--- config.mk ---
export PLATFORM = sky130hd
export DESIGN_NAME = fp_addsub_arbiter
export DESIGN_NICKNAME = d
export VERILOG_FILES = /design/src/rtl/fp_addsub_arb_pkg.sv /design/src/rtl/fp_addsub_rsp_fifo.sv /design/src/rtl/fp_addsub_arbiter.sv
export SDC_FILE = /design/constraint.sdc
export NUM_CORES = 1
export LEC_CHECK = 0
export ABC_AREA = 1
export CORE_MARGIN = 1
export CORE_UTILIZATION = 33
export CTS_CLUSTER_SIZE = 12
export DETAILED_ROUTE_END_ITERATION = 10
export GPL_TIMING_DRIVEN = 1
export SLEW_MARGIN = 20
export SYNTH_ARGS = -nofsm -noshare
export SYNTH_HDL_FRONTEND = slang
export SYNTH_SLANG_ARGS = --single-unit
export TNS_END_PERCENT = 1
--- constraint.sdc ---
create_clock -name i_clk -period 4 [get_ports i_clk]
set_clock_uncertainty 0.1 [all_clocks]
set_input_delay 0.8 -clock i_clk [delete_from_list [all_inputs] [get_ports i_clk]]
set_output_delay 0.8 -clock i_clk [all_outputs]
set_load 0.02 [all_outputs]
--- src/rtl/fp_addsub_arb_pkg.sv ---
// fp_addsub_arb_pkg: operation encoding, response entry layout and id sizing helper
// shared by the FP32 add/sub arbiter and its response FIFO.
package fp_addsub_arb_pkg;
    typedef enum logic {OP_ADD, OP_SUB} fp_op_e;
    function automatic int id_width(input int n);
        return (n > 1) ? $clog2(n) : 1;
    endfunction
    localparam int ID_W = id_width(4);
    typedef struct packed {
        logic [ID_W-1:0] id;
        logic [31:0]     data;
    } rsp_entry_t;
endpackage

--- src/rtl/fp_addsub_rsp_fifo.sv ---
// fp_addsub_rsp_fifo: power-of-2 depth response FIFO with registered occupancy count;
// simultaneous push and pop leave the count unchanged.
module fp_addsub_rsp_fifo #(
    parameter int DEPTH = 8,
    parameter int WIDTH = 34
) (
    input  logic                   i_clk,
    input  logic                   i_rst_n,
    input  logic                   i_push,
    input  logic [WIDTH-1:0]       i_data,
    input  logic                   i_pop,
    output logic                   o_valid,
    output logic [WIDTH-1:0]       o_data,
    output logic [$clog2(DEPTH):0] o_count
);
    localparam int AW = $clog2(DEPTH);
    logic [WIDTH-1:0] r_mem [DEPTH];
    logic [AW-1:0]    r_wr, r_rd;
    logic [AW:0]      r_count;
    logic             w_pop;
    assign w_pop   = i_pop && (r_count != '0);
    assign o_valid = (r_count != '0);
    assign o_data  = r_mem[r_rd];
    assign o_count = r_count;
    always_ff @(posedge i_clk or negedge i_rst_n) begin
        if (!i_rst_n) begin
            r_wr    <= '0;
            r_rd    <= '0;
            r_count <= '0;
        end else begin
            if (i_push) r_wr <= r_wr + 1'b1;
            if (w_pop) r_rd <= r_rd + 1'b1;
            r_count <= r_count + (AW+1)'(i_push) - (AW+1)'(w_pop);
        end
    end
    always_ff @(posedge i_clk) begin
        if (i_push) r_mem[r_wr] <= i_data;
    end
endmodule

--- src/rtl/fp_addsub_arbiter.sv ---
// fp_addsub_arbiter: round-robin issue of FP32 add/sub ops onto one shared fixed-latency
// pipeline, in-order responses via a credit-guarded FIFO. Optional ADDSUB_ARB_PERF_EN perf counters.
module fp_addsub_arbiter
    import fp_addsub_arb_pkg::*;
#(
    parameter int NUM_REQ   = 4,
    parameter int SIZE_DATA = 32,
    parameter int LATENCY   = 4,
    parameter int RSP_DEPTH = 8
) (
    input  logic                          i_clk,
    input  logic                          i_rst_n,
    input  logic [NUM_REQ-1:0]            i_req_valid,
    output logic [NUM_REQ-1:0]            o_req_ready,
    input  logic [NUM_REQ*SIZE_DATA-1:0]  i_req_a,
    input  logic [NUM_REQ*SIZE_DATA-1:0]  i_req_b,
    input  logic [NUM_REQ-1:0]            i_req_op,
    output logic                          o_dp_valid,
    output logic [SIZE_DATA-1:0]          o_dp_a,
    output logic [SIZE_DATA-1:0]          o_dp_b,
    output logic                          o_dp_op,
    input  logic                          i_dp_valid,
    input  logic [SIZE_DATA-1:0]          i_dp_result,
    output logic                          o_rsp_valid,
    input  logic                          i_rsp_ready,
    output logic [id_width(NUM_REQ)-1:0]  o_rsp_id,
    output logic [SIZE_DATA-1:0]          o_rsp_data,
`ifdef ADDSUB_ARB_PERF_EN
    output logic [NUM_REQ*16-1:0]         o_perf_grant_cnt,
    output logic [15:0]                   o_perf_stall_cnt,
`endif
    output logic                          o_busy
);
    localparam int ID_W = id_width(NUM_REQ);
    localparam int CW   = $clog2(RSP_DEPTH + 1);
    logic [ID_W-1:0]      r_ptr, w_win, w_idx, r_dp_id;
    logic                 w_found, w_credit, w_hs, w_op;
    logic [SIZE_DATA-1:0] w_a, w_b, r_dp_a, r_dp_b;
    logic                 r_dp_valid;
    fp_op_e               r_dp_op;
    logic [LATENCY-1:0]   r_tag_v;
    logic [ID_W-1:0]      r_tag_id [LATENCY];
    logic [CW-1:0]        r_used;
    logic                 w_tail_v, w_push, w_pop, w_lost, r_err;
    logic [$clog2(RSP_DEPTH):0] w_count;

    always_comb begin
        w_found = 1'b0;
        w_win   = r_ptr;
        w_idx   = '0;
        w_a     = '0;
        w_b     = '0;
        w_op    = 1'b0;
        for (int k = 0; k < NUM_REQ; k++) begin
            w_idx = ID_W'((int'(r_ptr) + k) % NUM_REQ);
            if (!w_found && i_req_valid[w_idx]) begin
                w_found = 1'b1;
                w_win   = w_idx;
            end
        end
        for (int k = 0; k < NUM_REQ; k++) begin
            if (ID_W'(k) == w_win) begin
                w_a  = i_req_a[k*SIZE_DATA +: SIZE_DATA];
                w_b  = i_req_b[k*SIZE_DATA +: SIZE_DATA];
                w_op = i_req_op[k];
            end
        end
    end

    // Credits cover everything issued but not yet popped, so the FIFO can never overflow.
    assign w_credit    = (r_used < CW'(RSP_DEPTH));
    assign w_hs        = w_found && w_credit;
    assign o_req_ready = w_hs ? NUM_REQ'(1) << w_win : '0;
    assign w_tail_v    = r_tag_v[LATENCY-1];
    assign w_push      = i_dp_valid && w_tail_v;
    assign w_lost      = w_tail_v && !i_dp_valid;
    assign w_pop       = o_rsp_valid && i_rsp_ready;
    assign o_dp_valid  = r_dp_valid;
    assign o_dp_a      = r_dp_a;
    assign o_dp_b      = r_dp_b;
    assign o_dp_op     = r_dp_op;
    assign o_busy      = r_dp_valid || (|r_tag_v) || (w_count != '0);

    always_ff @(posedge i_clk or negedge i_rst_n) begin
        if (!i_rst_n) begin
            r_ptr      <= '0;
            r_dp_valid <= 1'b0;
            r_dp_a     <= '0;
            r_dp_b     <= '0;
            r_dp_op    <= OP_ADD;
            r_dp_id    <= '0;
            r_tag_v    <= '0;
            for (int k = 0; k < LATENCY; k++) r_tag_id[k] <= '0;
            r_used     <= '0;
            r_err      <= 1'b0;
        end else begin
            r_dp_valid <= w_hs;
            if (w_hs) begin
                r_ptr   <= (w_win == ID_W'(NUM_REQ - 1)) ? '0 : w_win + 1'b1;
                r_dp_a  <= w_a;
                r_dp_b  <= w_b;
                r_dp_op <= fp_op_e'(w_op);
                r_dp_id <= w_win;
            end
            r_tag_v     <= LATENCY'({r_tag_v, r_dp_valid});
            r_tag_id[0] <= r_dp_id;
            for (int k = 1; k < LATENCY; k++) r_tag_id[k] <= r_tag_id[k-1];
            r_used <= r_used + CW'(w_hs) - CW'(w_pop) - CW'(w_lost);
            r_err  <= r_err || (i_dp_valid != w_tail_v);
        end
    end

    fp_addsub_rsp_fifo #(.DEPTH(RSP_DEPTH), .WIDTH(ID_W + SIZE_DATA)) u_rsp_fifo (
        .i_clk   (i_clk),
        .i_rst_n (i_rst_n),
        .i_push  (w_push),
        .i_data  ({r_tag_id[LATENCY-1], i_dp_result}),
        .i_pop   (w_pop),
        .o_valid (o_rsp_valid),
        .o_data  ({o_rsp_id, o_rsp_data}),
        .o_count (w_count)
    );

`ifdef ADDSUB_ARB_PERF_EN
    logic [15:0] r_gcnt [NUM_REQ];
    logic [15:0] r_stall;
    always_ff @(posedge i_clk or negedge i_rst_n) begin
        if (!i_rst_n) begin
            for (int k = 0; k < NUM_REQ; k++) r_gcnt[k] <= '0;
            r_stall <= '0;
        end else begin
            for (int k = 0; k < NUM_REQ; k++)
                if (w_hs && w_win == ID_W'(k) && r_gcnt[k] != 16'hFFFF) r_gcnt[k] <= r_gcnt[k] + 1'b1;
            if ((|i_req_valid) && !w_credit && r_stall != 16'hFFFF) r_stall <= r_stall + 1'b1;
        end
    end
    always_comb begin
        o_perf_grant_cnt = '0;
        for (int k = 0; k < NUM_REQ; k++) o_perf_grant_cnt[k*16 +: 16] = r_gcnt[k];
    end
    assign o_perf_stall_cnt = r_stall;
`endif
endmodule

# ---- After elaboration in Yosys (flattened, before gate mapping)
# Memory sizes are Yosys's and may differ from the RTL's.
# Index checks and enable logic that the tools add are counted.
# W data, S select, Z words.
dict set report op_classes {
  addsub 11
  n_lt_le_gt_ge 5
  n_eq_ne 4
  shift 1
  muxes 31
  n_reduce_logical 17
}
# cell n
set op_table {}
lappend op_table {{$mux W32} 8}
lappend op_table {{$mux W1} 14}
lappend op_table {{$lt A2 B3 Y1 const B} 4}
lappend op_table {{$sub A4 B1 Y4} 3}
lappend op_table {{$add A4 B1 Y4} 2}
lappend op_table {{$bmux W1 S2} 4}
lappend op_table {{$logic_and A1 B1 Y1} 8}
lappend op_table {{$mux W2} 4}
lappend op_table {{$add A3 B1 Y3 const B} 2}
lappend op_table {{$add A2 B1 Y2 const B} 2}
lappend op_table {{$add A2 B2 Y2 const B} 2}
lappend op_table {{$eq A2 B2 Y1 const A} 2}
lappend op_table {{$logic_not A1 Y1} 4}
lappend op_table {{$lt A4 B4 Y1 const B} 1}
lappend op_table {{$mux W4} 1}
lappend op_table {{$reduce_bool A4 Y1} 1}
lappend op_table {{$reduce_or A4 Y1} 1}
lappend op_table {{$shl A1 B2 Y4 const A} 1}
lappend op_table {{$eq A1 B2 Y1 const A} 1}
lappend op_table {{$eq A2 B2 Y1 const B} 1}
lappend op_table {{$logic_not A2 Y1} 1}
lappend op_table {{$logic_or A1 B1 Y1} 2}
dict set report totals {
  register_bits 96
  ramBits 272
  input_bits 300
  out_inout_bits 106
  wordCells 85
  n_memories 1
}
# name words width read_ports rd_ports_with_merged_regs wr line
set mem_list {}
lappend mem_list {u_rsp_fifo.r_mem 8 34 1 0 1 fp_addsub_rsp_fifo.sv:17} ;# logic [WIDTH-1:0] r_mem [DEPTH];

# ---- Longest topological paths before layout
# Gate-level depths: netlist (run 1).
dict set report logic_depth {
  ltp_word 17
  mapped_depth 21
  ltp_nobuf 19
}

# ---- Modules after synthesis
# Synthesis (run 1) repeated with hierarchy kept, for this count alone.
dict set report hier_totals {
  hier_cells 2084
  hier_area_um2 17954.7
}
# module instances cells_per_inst area_each_um2 seq_area_each_um2
set by_module_without_submodules {}
lappend by_module_without_submodules {fp_addsub_rsp_fifo 1 1242 12415.7 8418.1}
lappend by_module_without_submodules {fp_addsub_arbiter 1 842 5539.1 2152.1}

# ---- Worst setup path after synthesis (run 1)
# Ideal clock, no wire load.
dict set report synth_path {
  kind {input -> output}
  startpoint {input i_req_valid[1]}
  endpoint {output o_req_ready[1]}
  arrival_time_ns 2.762
  required_time_ns 3.100
  setup_slack_ns 0.338
  cell_stages 16
  n_path_buf 2
  cell_sequence {inv_1 -> nand2_1 -> nand2_1 -> nand2_1 -> nand2_1 -> nand2_1 -> nor2_1 -> nand2_1 -> nand2_1 -> nand2_1 -> inv_1 -> ha_1 -> clkbuf_1 -> clkbuf_1 -> inv_1 -> nor2_1}
}
dict set report synth_via {
  elab_chain_cells 14
  elab_cells_between_ends 24
  cone_classes {shift (1); mux (16); reduce/logical (7)}
}
# element line
set synth_rtl {}
lappend synth_rtl {{from (decl)} fp_addsub_arbiter.sv:13} ;# input logic [NUM_REQ-1:0] i_req_valid,
lappend synth_rtl {{$bmux W1 S2} fp_addsub_arbiter.sv:56} ;# if (!w_found && i_req_valid[w_idx]) begin
lappend synth_rtl {{$mux W1 (not written as such)} fp_addsub_arbiter.sv:56}
lappend synth_rtl {{$mux W1} fp_addsub_arbiter.sv:56}
lappend synth_rtl {{$logic_not A1 Y1} fp_addsub_arbiter.sv:56}
lappend synth_rtl {{$logic_and A1 B1 Y1} fp_addsub_arbiter.sv:56}
lappend synth_rtl {{$mux W1} fp_addsub_arbiter.sv:56}
lappend synth_rtl {{$logic_not A1 Y1} fp_addsub_arbiter.sv:56}
lappend synth_rtl {{$logic_and A1 B1 Y1} fp_addsub_arbiter.sv:56}
lappend synth_rtl {{$mux W1} fp_addsub_arbiter.sv:56}
lappend synth_rtl {{$logic_not A1 Y1} fp_addsub_arbiter.sv:56}
lappend synth_rtl {{$logic_and A1 B1 Y1} fp_addsub_arbiter.sv:56}
lappend synth_rtl {{$mux W2 *} fp_addsub_arbiter.sv:56}
lappend synth_rtl {{net w_win[0]} fp_addsub_arbiter.sv:36} ;# logic [ID_W-1:0] r_ptr, w_win, w_idx, r_dp_id;
lappend synth_rtl {{$shl A1 B2 Y4 *} fp_addsub_arbiter.sv:73} ;# assign o_req_ready = w_hs ? NUM_REQ'(1) << w_win : '0;
lappend synth_rtl {{$mux W4 *} fp_addsub_arbiter.sv:73}
lappend synth_rtl {{to (decl)} fp_addsub_arbiter.sv:14} ;# output logic [NUM_REQ-1:0] o_req_ready,
# Mark *: on every way through the listed nets, which the timed path passes. The rest lies on a longest branch. The select of a mux whose other input is x is not followed.

# ---- Worst setup path in the final report (run 1)
dict set report layout_path {
  startpoint {register u_rsp_fifo.r_rd[0]}
  endpoint {output o_rsp_data[29]}
}
dict set report layout_via {
  elab_chain_cells 1
}
# element line
set layout_rtl {}
lappend layout_rtl {{from (decl)} fp_addsub_rsp_fifo.sv:18} ;# logic [AW-1:0] r_wr, r_rd;
lappend layout_rtl {{from (signal assigned)} fp_addsub_rsp_fifo.sv:32} ;# if (w_pop) r_rd <= r_rd + 1'b1;
lappend layout_rtl {{$mem_v2 Z8 W34} --}
lappend layout_rtl {{to (decl)} fp_addsub_arbiter.sv:27} ;# output logic [SIZE_DATA-1:0] o_rsp_data,
# Every way passes these cells.

==> impl_results.md, run 1 <==
- Status: finished clean
- Register area: ~11,000 sq um
- Hpwl dp: between 30,000 and 40,000 um
- Pint: around 0.011 W
- Post-synth top flop: edfxtp_1
- CTS tree: built
- CP max stage delay: 0.68 ns
- Yosys cell types: 24
- CP cell instances: inv_4 > buf_4 > o21ai_0 > o22ai_1 > nor2_1 > a31oi_1 > clkdlybuf4s50_1
- Slowest cell on crit path: dfrtp_4
- Pleak: between 8 and 9 nW
- Vias in the first global route: 13,200
- Slew Limit Headroom: between 30% and 40%
- FFs w/ async S/R, synth: a little over a quarter
- Clk pwr share: between 10% and 20%
- Layout cells sized above 1: 6.14%
- Switching power: roughly 0.0091 W
- Grt total ovfl: 0
- Fin crit period: around 3.9 ns
- Nets: approximately 2,400
- Post-synth EDFFs: approximately 270
- Worst VDD drop: 0.000593 V
- Syn Inst Count: roughly 1,700
- Hold/Removal Path Class: reg -> reg
- Root Driver: clkbuf_16
- Multi-input logic area: between 5000 and 6000 sq um
- Total Routing Usage GR: a little over 20%
- Seq/Total Area, Yosys: about two thirds
- Final Max Tran Viols: 0
- Min-Delay Path Depth: 0
- WP data required: between 3 and 4 ns
- Reg clk slew, reported paths: 0.06 ns
- WP data arrival: 2.96 ns
- RD Place Congestion: approximately 0.90
- Synth Net Count: between 1,500 and 2,000
- Placement Setup Slack: -0.0693 ns
- First-pass GRT wire length: between 70,000 and 80,000 um
- Starting DRT DRC Count: 760
- Worst-skew pair later-pin latency: ~0.58 ns
- Fmax: ~0.26 GHz
- Drt first pass iters: 7
- Port Buf Inserts: slightly above 400
- Post-layout util: a little under half
- Switching Fraction: 44.7%
- P&R area growth vs syn: 39.5%
- Chip height: around 220 um
- Final setup margin: roughly 0.14 ns
- Clock Sinks: 368
- Max clock buf depth: 3
- Ports: about 400
- Maxcap violations: 0
- Final Cell Area: about 23,000 sq um
- Cell Pwr Density: roughly 900 nW/um^2
- Die X: around 220 um
- # DRC: 0
- TritonCTS Buffers: roughly 40
- Initial antenna violation count: 14
- #FFs+latches synth: between 300 and 400
- Post-Place Cell Area: 21,400 sq um
- FF-to-FF path depth: 21
- Count of final setup violators: 0
- Syn. warnings: 0
- Antenna Violating Nets Remaining: 0
- Core Area: about 49,000 sq um
- Row Count: 81
- Via density: ~4.8
- Register share of total power: around a quarter
- Worst Setup End Kind: primary output
- Comb power frac: roughly 56%
- Setup CP Type: reg -> out
- CP startpoint kind: flop
- Final WL: approximately 53,000 um
- RSZ-0062 raised after global routing: yes
- Starting Density: between 30% and 40%
- Syn Area/Cell: approximately 9.8 sq um
- Detailed-route via count: 13,400
- Largest net degree at the start of global routing: roughly 110
- # H-tree levels: 2
- Final worst path period share: ~96%
- Crit-path max FO: 35
- DR WL/cell: about 19 um
- Layout fillers: approximately 4,700
- Hold Vio Cnt, Final: 0
- Worst-Margin Slew: between 0.9 and 1 ns
- Synth Cell Area: between 15,000 and 20,000 sq um
- Die area: a little over 50,000 sq um
cells by family after synthesis:
logic type | synth area share [%]
xor+xnor | 0.376
fa+ha+maj | 1.44
buf+inv | 3.44
flops | 64.9
simple gates | 16.8
compound gates | 13.1
state kept, by name (all words and copies together), names as in the netlist, 2 cells and up:
| signal | cells |
|---|---|
| r_tag_id | 8 |
| o_dp_a | 32 |
| u_rsp_fifo.o_count | 4 |
| u_rsp_fifo.r_mem | 272 |
| r_used | 4 |
| r_dp_id | 2 |
| r_ptr | 2 |
| u_rsp_fifo.r_wr | 3 |
| r_tag_v | 4 |
| o_dp_b | 32 |
| u_rsp_fifo.r_rd | 3 |
cells in the final DEF (no fill, tap or decap), drive strengths merged:
cell / n
a21oi: 67
a31oi: 34
buf: 51
bufinv: 2
clkbuf: 52
clkdlybuf4s50: 392
clkinv: 13
clkinvlp: 3
dfrtp: 96
diode: 9
dlygate4sd2: 6
dlymetal6s2s: 6
edfxtp: 272
fa: 3
ha: 14
inv: 37
nand2: 458
nand3: 10
nor2: 255
nor3: 1
o21ai: 272
o22ai: 34
or2: 1
xnor2: 3
xor2: 4
critical path: cells and delay by family (launching register included):
kind                   cells  cell delay (ns)
flip-flops                 1             0.68
buffers and inverters      3             1.14
AND/OR/NAND/NOR            1             0.06
AO/OA/AOI/OAI              3             0.50
metrics by stage:
stage | hold WS, ns | total power [W] | cells | TNS (ns)
after CTS | 0.257 | 0.0206 | 2749 | -0.0354
final | 0.250 | 0.0204 | 2759 | 0
after global routing | 0.254 | 0.0219 | 2759 | -0.0850
after detailed placement | 0.240 | 0.0169 | 2679 | -0.122
after floorplan | 0.231 | 0.0122 | 1668 | 0
after global placement | 0.235 | 0.0168 | 2679 | -0.0597
what timing repair did:
item                                    4_1_cts  5_1_grt
gates cloned                                  0        1
endpoints found under the setup margin       15       19
hold buffers                                  0        0
hold endpoints to repair                      0        0
buffers inserted                              0        0
resized for setup                            10        8
Yosys cell counts (3+ instances only):
cell | n | area share, %
fa_1 | 3 | 0.37
nor2_1 | 255 | 5.9
a31oi_1 | 34 | 1.3
nand2_1 | 458 | 11
xnor2_1 | 3 | 0.16
inv_1 | 32 | 0.74
xor2_1 | 4 | 0.21
edfxtp_1 | 272 | 50
clkbuf_1 | 87 | 2.0
a21oi_1 | 66 | 2.0
buf_1 | 7 | 0.16
o22ai_1 | 34 | 1.3
ha_1 | 14 | 1.1
inv_2 | 3 | 0.069
o21ai_0 | 271 | 8.3
nand3_1 | 10 | 0.31
buf_2 | 13 | 0.40
dfrtp_1 | 96 | 15
routing by layer:
layer	vias up	global-route usage [%]	wire (um)
met1	6309	22.9	19800
met4	4	11.1	2310
met2	464	36.5	27500
li1	6484	-	-
met3	105	4.68	3330
met5	-	0	23
worst paths after layout:
| check | start | to | slack (ns) |
|---|---|---|---|
| worst min-delay path | r_tag_id[6] | r_tag_id[4] | 0.25 |
| min in group asynchronous | i_rst_n | r_ptr[1] | 0.28 |
| worst max register to register | r_ptr[0] | o_dp_a[5] | 0.58 |
| worst min register to register | r_tag_id[6] | r_tag_id[4] | 0.25 |
| max in group asynchronous | i_rst_n | o_dp_a[8] | 2.68 |
| worst max-delay path | u_rsp_fifo.r_rd[0] | o_rsp_data[29] | 0.14 |
final cells by class:
cell class,instances,area share (%)
flip-flops and latches,368,46.5
clock buffers,51,4.77
well taps,664,3.65
repair buffers,456,20.4
inverters,36,0.616
clock inverters,19,0.842
multi-input cells,1156,23.1
diodes,9,0.0991
power groups by stage:
stage | combinational, W | clock (W) | sequential (W)
global placement | 0.0114 | 0 | 0.00538
global route | 0.0127 | 0.00387 | 0.00542
CTS | 0.0115 | 0.00371 | 0.00534
floorplan | 0.00652 | 0 | 0.00564
finish | 0.0114 | 0.00360 | 0.00535
detailed placement | 0.0115 | 0 | 0.00541
(Power assumes the default switching activity.)
==> inputs of run 2 (changes only) <==
--- a/config.mk
+++ b/config.mk
@@ -14,5 +14,6 @@
 export SLEW_MARGIN = 20
 export SYNTH_ARGS = -nofsm -noshare
 export SYNTH_HDL_FRONTEND = slang
+export SYNTH_HIERARCHICAL = 1
 export SYNTH_SLANG_ARGS = --single-unit
 export TNS_END_PERCENT = 1
==> run 2 against run 1 <==
Clock-buffer cell count rose by 10. Combinational power grew 4%. Cell count grew 17%. Cell area grew 6.7%. Highest routed layer unchanged. Largest cell class unchanged. Worst hold slack lost 0.091 ns. Fmax up 2.4%. Synthesized cell count is 25% higher. Non-clock buffer count up 9. Critical path depth grew 7. Clock power grew 5%. Wire length increased by 17%. Register-to-register slack got worse by 0.14 ns.
==> impl_results.md, run 2 <==
- Worst-Margin Slew: 0.924 ns (-0.0119 ns)
- Syn. warnings: 6 (+6)
- Final Max Tran Viols: 0 (unchanged)
- Status: finished clean
- DR WL/cell: 19.2 um (about the same)
- RSZ-0062 raised after global routing: no
- Seq/Total Area, Yosys: 58.9% (-6.0 points)
- Worst VDD drop: 0.000486 V (-18%)
- Max clock buf depth: 3 (unchanged)
- Via density: 4.61 (-4.7%)
- Detailed-route via count: 14,900 (+11%)
- Port Buf Inserts: 405 (unchanged)
- Post-synth top flop: edfxtp_1
- First-pass GRT wire length: 91,300 um (+17%)
- # DRC: 0 (unchanged)
- Yosys top cell by area: edfxtp_1
- Row Count: 85 (+4.9%)
- P&R area growth vs syn: 35.2%
- Placement Setup Slack: -0.282 ns (-0.213 ns)
- Core Area: 53,800 sq um (+10%)
- WP data required: 3.10 ns (about the same)
- Most numerous cell in the Yosys netlist: nand2_1
- Count of final setup violators: 0 (unchanged)
- Largest register by flop count: u_rsp_fifo/r_mem
- Power, Total: 0.0211 W (+3.4%)
- Synth top area share: 45.5% (-4.6 points)
- Layout cells sized above 1: 6.04% (-0.095 points)
- Largest net degree at the start of global routing: 78 (-26%)
- Fin crit period: 3.77 ns (-0.0888 ns)
- Top post-synthesis cells by area: edfxtp_1 (45%), nand2_1 (19%), dfrtp_1 (13%), inv_1 (6.4%), nand3_1 (4.1%)
- #FFs+latches synth: 368 (unchanged)
- Worst Setup End Kind: primary output
- Starting DRT DRC Count: 747 (-1.7%)
- Drt first pass iters: 5 (-2)
- CTS tree: built
- Synth cell count leaders: nand2_1 (890), inv_1 (306), edfxtp_1 (272), nand3_1 (147), o21ai_0 (133)
- Starting Density: 33.4% (about the same)
- RD Place Congestion: 0.962 (+6.7%)
- Slew Limit Headroom: 38.4% (+0.79 points)
- Post-layout util: 45.1% (-1.4 points)
- Synth Cell Area: 18,000 sq um (+10%)
- Nets: 2,801 (+18%)
- Die X: 235 um (+4.9%)
- CP startpoint kind: input port
- # H-tree levels: 2 (unchanged)
- Antenna Violating Nets Remaining: 0 (unchanged)
- Total Routing Usage GR: 22.2% (+1.6 points)
- Clock Sinks: 368 (unchanged)
- Vias in the first global route: 14,900 (+12%)
- Post-synth EDFFs: 272 (unchanged)
- Grt total ovfl: 0 (unchanged)
- Setup CP Type: in -> out
- Initial antenna violation count: 25 (+11)
- Cts hold-fix bufs: 0 (unchanged)
- Crit-path max FO: 5 (-86%)
- FFs w/ async S/R, synth: 26.1% (unchanged)
- Largest register FFs: 272 (unchanged)
- Syn Inst Count: 2,084 (+25%)
- Fmax: 0.265 GHz (+2.4%)
- Die area: 55,300 sq um (+10%)
- Syn Area/Cell: 8.62 sq um (-12%)
- Most common cell after layout, fill and taps aside: nand2_1
- Hold/Removal Path Class: in -> async
- TritonCTS Buffers: 42 (+2.4%)
- Chip height: 235 um (+4.9%)
- Commonest non-fill, non-tap cells in the layout: nand2_1 (890), clkdlybuf4s50_1 (400), inv_1 (305)
- Final setup margin: 0.230 ns (+0.0888 ns)
- Final WL: 62,000 um (+17%)
- Root Driver: clkbuf_16
- Maxcap violations: 0 (unchanged)
- Worst-skew pair later-pin latency: 0.56 ns (-0.02 ns)
- WP data arrival: 2.87 ns (-0.09 ns)
- Cell Pwr Density: 869 nW/um^2 (-3.1%)
- Ports: 406 (unchanged)
- Hpwl dp: 43,900 um (+22%)
- Pleak: 10.9 nW (+26%)
- Synth Net Count: 2,401 (+21%)
- Reg clk slew, reported paths: 0.05 ns (about the same)
- Final worst path period share: 94.3% (-2.2 points)
- Yosys cell types: 33 (+38%)
- Hold Vio Cnt, Final: 0 (unchanged)
-- run 2: layer usage --
layer / global-route usage (%) / routed length, um / vias to the layer above
met5: 0 / 121 / -
li1: - / - / 7347
met2: 40.0 / 32400 / 447
met4: 12.1 / 2690 / 18
met3: 4.96 / 3690 / 112
met1: 24.0 / 23100 / 6968
-- run 2: through the flow --
step	hold slack, ns	std cells	setup TNS (ns)	instance area [sq um]
after CTS	0.251	3212	0	24200
after detailed placement	0.235	3136	-2.69	22900
after floorplan	0.231	2084	0	18000
final	0.159	3227	0	24300
after global routing	0.204	3226	0	24300
after global placement	0.232	3136	-2.12	22900
-- run 2: logic make-up after synthesis --
kind of cell	count (synthesis)	synth area share [%]
AND/OR/NAND/NOR	1067	23.7
XOR/XNOR	7	0.341
flip-flops	368	58.9
AO/OA/AOI/OAI	204	5.75
buffers and inverters	421	10.1
adder cells (fa/ha/maj)	17	1.31
-- run 2: final timing paths --
path,from,endpoint,slack (ns),cells after the start
hold reg to reg,r_tag_id[4],r_tag_id[2],0.25,0
min in group i_clk,r_tag_id[4],r_tag_id[2],0.25,0
setup reg to reg,r_ptr[0],o_dp_a[25],0.44,22
max in group asynchronous,i_rst_n,o_dp_b[16],2.85,2
setup / recovery,i_req_valid[3],o_req_ready[3],0.23,14
hold / removal,i_rst_n,o_dp_op,0.16,1
-- run 2: final cells by class --
type,instances,area (sq um)
antenna,15,37.5
clock inverter,15,191
tap,696,871
timing repair buffer,465,4590
fill,5240,29500
clock buffer,61,1150
multi-input combinational,1295,5660
inverter,312,1190
sequential,368,10600
-- run 2: what timing repair did --
action | 4_1_cts | 5_1_grt
endpoints found under the setup margin | 4 | 16
hold endpoints to repair | 0 | 0
buffers inserted | 0 | 0
cloned | 0 | 0
gates resized for setup | 5 | 8
-- run 2: where the power goes --
group	switching (W)	internal (W)
sequential	0.000456	0.00494
clock	0.00152	0.00227
combinational	0.00751	0.00440
total	0.00948	0.0116
-- run 2: critical path, stage by stage --
cell and delay (ns):
clkdlybuf4s50_1 0.54, nand2_1 0.11, nand3_1 0.09, nand2_1 0.12
buf_4 0.16, nand3_2 0.07, nor2_1 0.04, nand2_1 0.05
nand2_1 0.13, inv_1 0.16, ha_4 0.15, inv_1 0.03
nor2_1 0.10, clkdlybuf4s15_1 0.31
==> inputs of run 3 (changes only) <==
--- a/config.mk
+++ b/config.mk
@@ -11,7 +11,6 @@
 export CTS_CLUSTER_SIZE = 12
 export DETAILED_ROUTE_END_ITERATION = 10
 export GPL_TIMING_DRIVEN = 1
-export SLEW_MARGIN = 20
 export SYNTH_ARGS = -nofsm -noshare
 export SYNTH_HDL_FRONTEND = slang
 export SYNTH_HIERARCHICAL = 1
==> run 3 against run 2 <==
Worst hold slack gained 0.088 ns. Core utilization is essentially flat. Die area is the same. Flip-flop and latch count is the same. Critical path type unchanged. Largest cell class unchanged. Largest power group unchanged. Critical endpoint unchanged. Power is essentially flat.
==> impl_results.md, run 3 (same netlist as run 2, synthesis figures left out) <==
- Status: finished clean
- Hpwl dp: 43,900 um (unchanged)
- WP data arrival: 2.87 ns (about the same)
- Total Routing Usage GR: 22.2% (unchanged)
- Clk pwr share: 18.0% (about the same)
- Count of final setup violators: 0 (unchanged)
- Starting Density: 33.4% (unchanged)
- Layout cells sized above 1: 6.04% (unchanged)
- Layout fillers: 5,240 (unchanged)
- Final Max Tran Viols: 0 (unchanged)
- Antenna Violating Nets Remaining: 0 (unchanged)
- Placement Setup Slack: -0.282 ns (unchanged)
- Fmax: 0.265 GHz (unchanged)
- Commonest non-fill, non-tap cells in the layout: nand2_1 (890), clkdlybuf4s50_1 (400), inv_1 (305)
- Die area: 55,300 sq um (unchanged)
- Chip height: 235 um (unchanged)
- Root Driver: clkbuf_16
- Slew Limit Headroom: 28.1% (-10 points)
- Post-Layout Cell Count: 3,227 (unchanged)
- CTS tree: built
- Row Count: 85 (unchanged)
- Ports: 406 (unchanged)
- Multi-input logic area: 5660 sq um (unchanged)
- Max clock buf depth: 3 (unchanged)
- Fin crit period: 3.77 ns (unchanged)
- Vias in the first global route: 14,900 (unchanged)
- Crit-path max FO: 5 (unchanged)
- # DRC: 0 (unchanged)
- CP startpoint kind: input port
- Port Buf Inserts: 405 (unchanged)
- Initial antenna violation count: 25 (unchanged)
- Via density: 4.61 (unchanged)
- Worst VDD drop: 0.000487 V (about the same)
- Core Area: 53,800 sq um (unchanged)
- Register share of total power: 25.6% (about the same)
- Post-CTS Setup Bufs: 0 (unchanged)
- TritonCTS Buffers: 42 (unchanged)
- Largest register by flop count: u_rsp_fifo/r_mem
- Worst Setup End Kind: primary output
- Clock Sinks: 368 (unchanged)
- Switching power: 0.00948 W (about the same)
- Grt total ovfl: 0 (unchanged)
- Reg clk slew, reported paths: 0.05 ns (about the same)
- Post-Place Cell Area: 22,900 sq um (unchanged)
- WP data required: 3.10 ns (about the same)
- Nets: 2,801 (unchanged)
- Setup CP Type: in -> out
- Pleak: 10.9 nW (about the same)
- RSZ-0062 raised after global routing: no
- Drt first pass iters: 5 (unchanged)
- Register area: 10,600 sq um (unchanged)
- Pint: 0.0116 W (about the same)
- Final Cell Area: 24,300 sq um (about the same)
- # H-tree levels: 2 (unchanged)
- DR WL/cell: 19.2 um (about the same)
- RD Place Congestion: 0.962 (unchanged)
- Cell Pwr Density: 869 nW/um^2 (about the same)
- Most common cell after layout, fill and taps aside: nand2_1
- Maxcap violations: 0 (unchanged)
- Comb power frac: 56.5% (about the same)
- Final worst path period share: 94.3% (unchanged)
- Worst-Margin Slew: 1.08 ns (+0.155 ns)
- Largest net degree at the start of global routing: 78 (unchanged)
- Final setup margin: 0.230 ns (unchanged)
- Die X: 235 um (unchanged)
- Detailed-route via count: 14,900 (unchanged)
- Largest register FFs: 272 (unchanged)
- Hold WS: 0.247 ns (+0.0883 ns)
- Hold/Removal Path Class: reg -> reg
- Starting DRT DRC Count: 747 (unchanged)
- Worst-skew pair later-pin latency: 0.56 ns (about the same)
- Switching Fraction: 45.0% (about the same)
- P&R area growth vs syn: 35.1% (about the same)
- Final WL: 62,000 um (about the same)
- First-pass GRT wire length: 91,300 um (unchanged)
- Hold Vio Cnt, Final: 0 (unchanged)
- R2R Setup Slk: 0.44 ns (about the same)
- Placed cells: 3,136 (unchanged)
- Cts hold-fix bufs: 0 (unchanged)
-- run 3: critical path, cell delays in order --
cell,delay [ns]
clkdlybuf4s50_1,0.54
nand2_1,0.11
nand3_1,0.09
nand2_1,0.12
buf_4,0.16
nand3_2,0.07
nor2_1,0.04
nand2_1,0.05
nand2_1,0.13
inv_1,0.16
ha_4,0.15
inv_1,0.03
nor2_1,0.10
clkdlybuf4s15_1,0.31
-- run 3: power by group through the flow --
stage	Combinational [W]	Sequential, W	Clock [W]
floorplan	0.00701	0.00566	0
finish	0.0119	0.00539	0.00379
CTS	0.0120	0.00540	0.00390
detailed placement	0.0119	0.00547	0
global placement	0.0118	0.00545	0
global route	0.0132	0.00547	0.00404
-- run 3: repair_timing --
| item | in CTS | in global routing |
|---|---|---|
| resized for setup | 5 | 8 |
| endpoints found under the setup margin | 4 | 16 |
| pin swaps | 0 | 0 |
| cloned | 0 | 0 |
-- run 3: per-stage QoR --
step	total power [W]	TNS [ns]	utilization, %
6_report	0.0211	0	45.1
5_1_grt	0.0227	0	45.1
4_1_cts	0.0213	0	45.0
3_5_place_dp	0.0174	-2.69	42.5
3_3_place_gp	0.0173	-2.12	42.5
2_1_floorplan	0.0127	0	-
-- run 3: final timing paths --
check / from / to / cells past startpoint
min in group asynchronous: i_rst_n / o_dp_op / 1
max in group asynchronous: i_rst_n / o_dp_b[16] / 2
setup reg to reg: r_ptr[0] / o_dp_a[25] / 22
setup / recovery: i_req_valid[3] / o_req_ready[3] / 14
hold reg to reg: r_tag_id[4] / r_tag_id[2] / 0
hold / removal: r_tag_id[4] / r_tag_id[2] / 0
-- run 3: routing by layer --
metal | wire, um | up-vias | track usage (%) | share of wire (%)
li1 | - | 7347 | - | -
met1 | 23100 | 6967 | 24.0 | 37
met2 | 32400 | 448 | 40.0 | 52
met3 | 3680 | 112 | 4.96 | 5.9
met4 | 2690 | 18 | 12.1 | 4.3
met5 | 121 | - | 0 | 0.20
-- run 3: final cells by class --
cell class              count  area share (%)
diodes                     15           0.155
inverters                 312            4.89
clock buffers              61            4.75
well taps                 696            3.59
flip-flops and latches    368            43.6
clock inverters            15           0.789
repair buffers            465            18.9
multi-input cells        1295            23.3
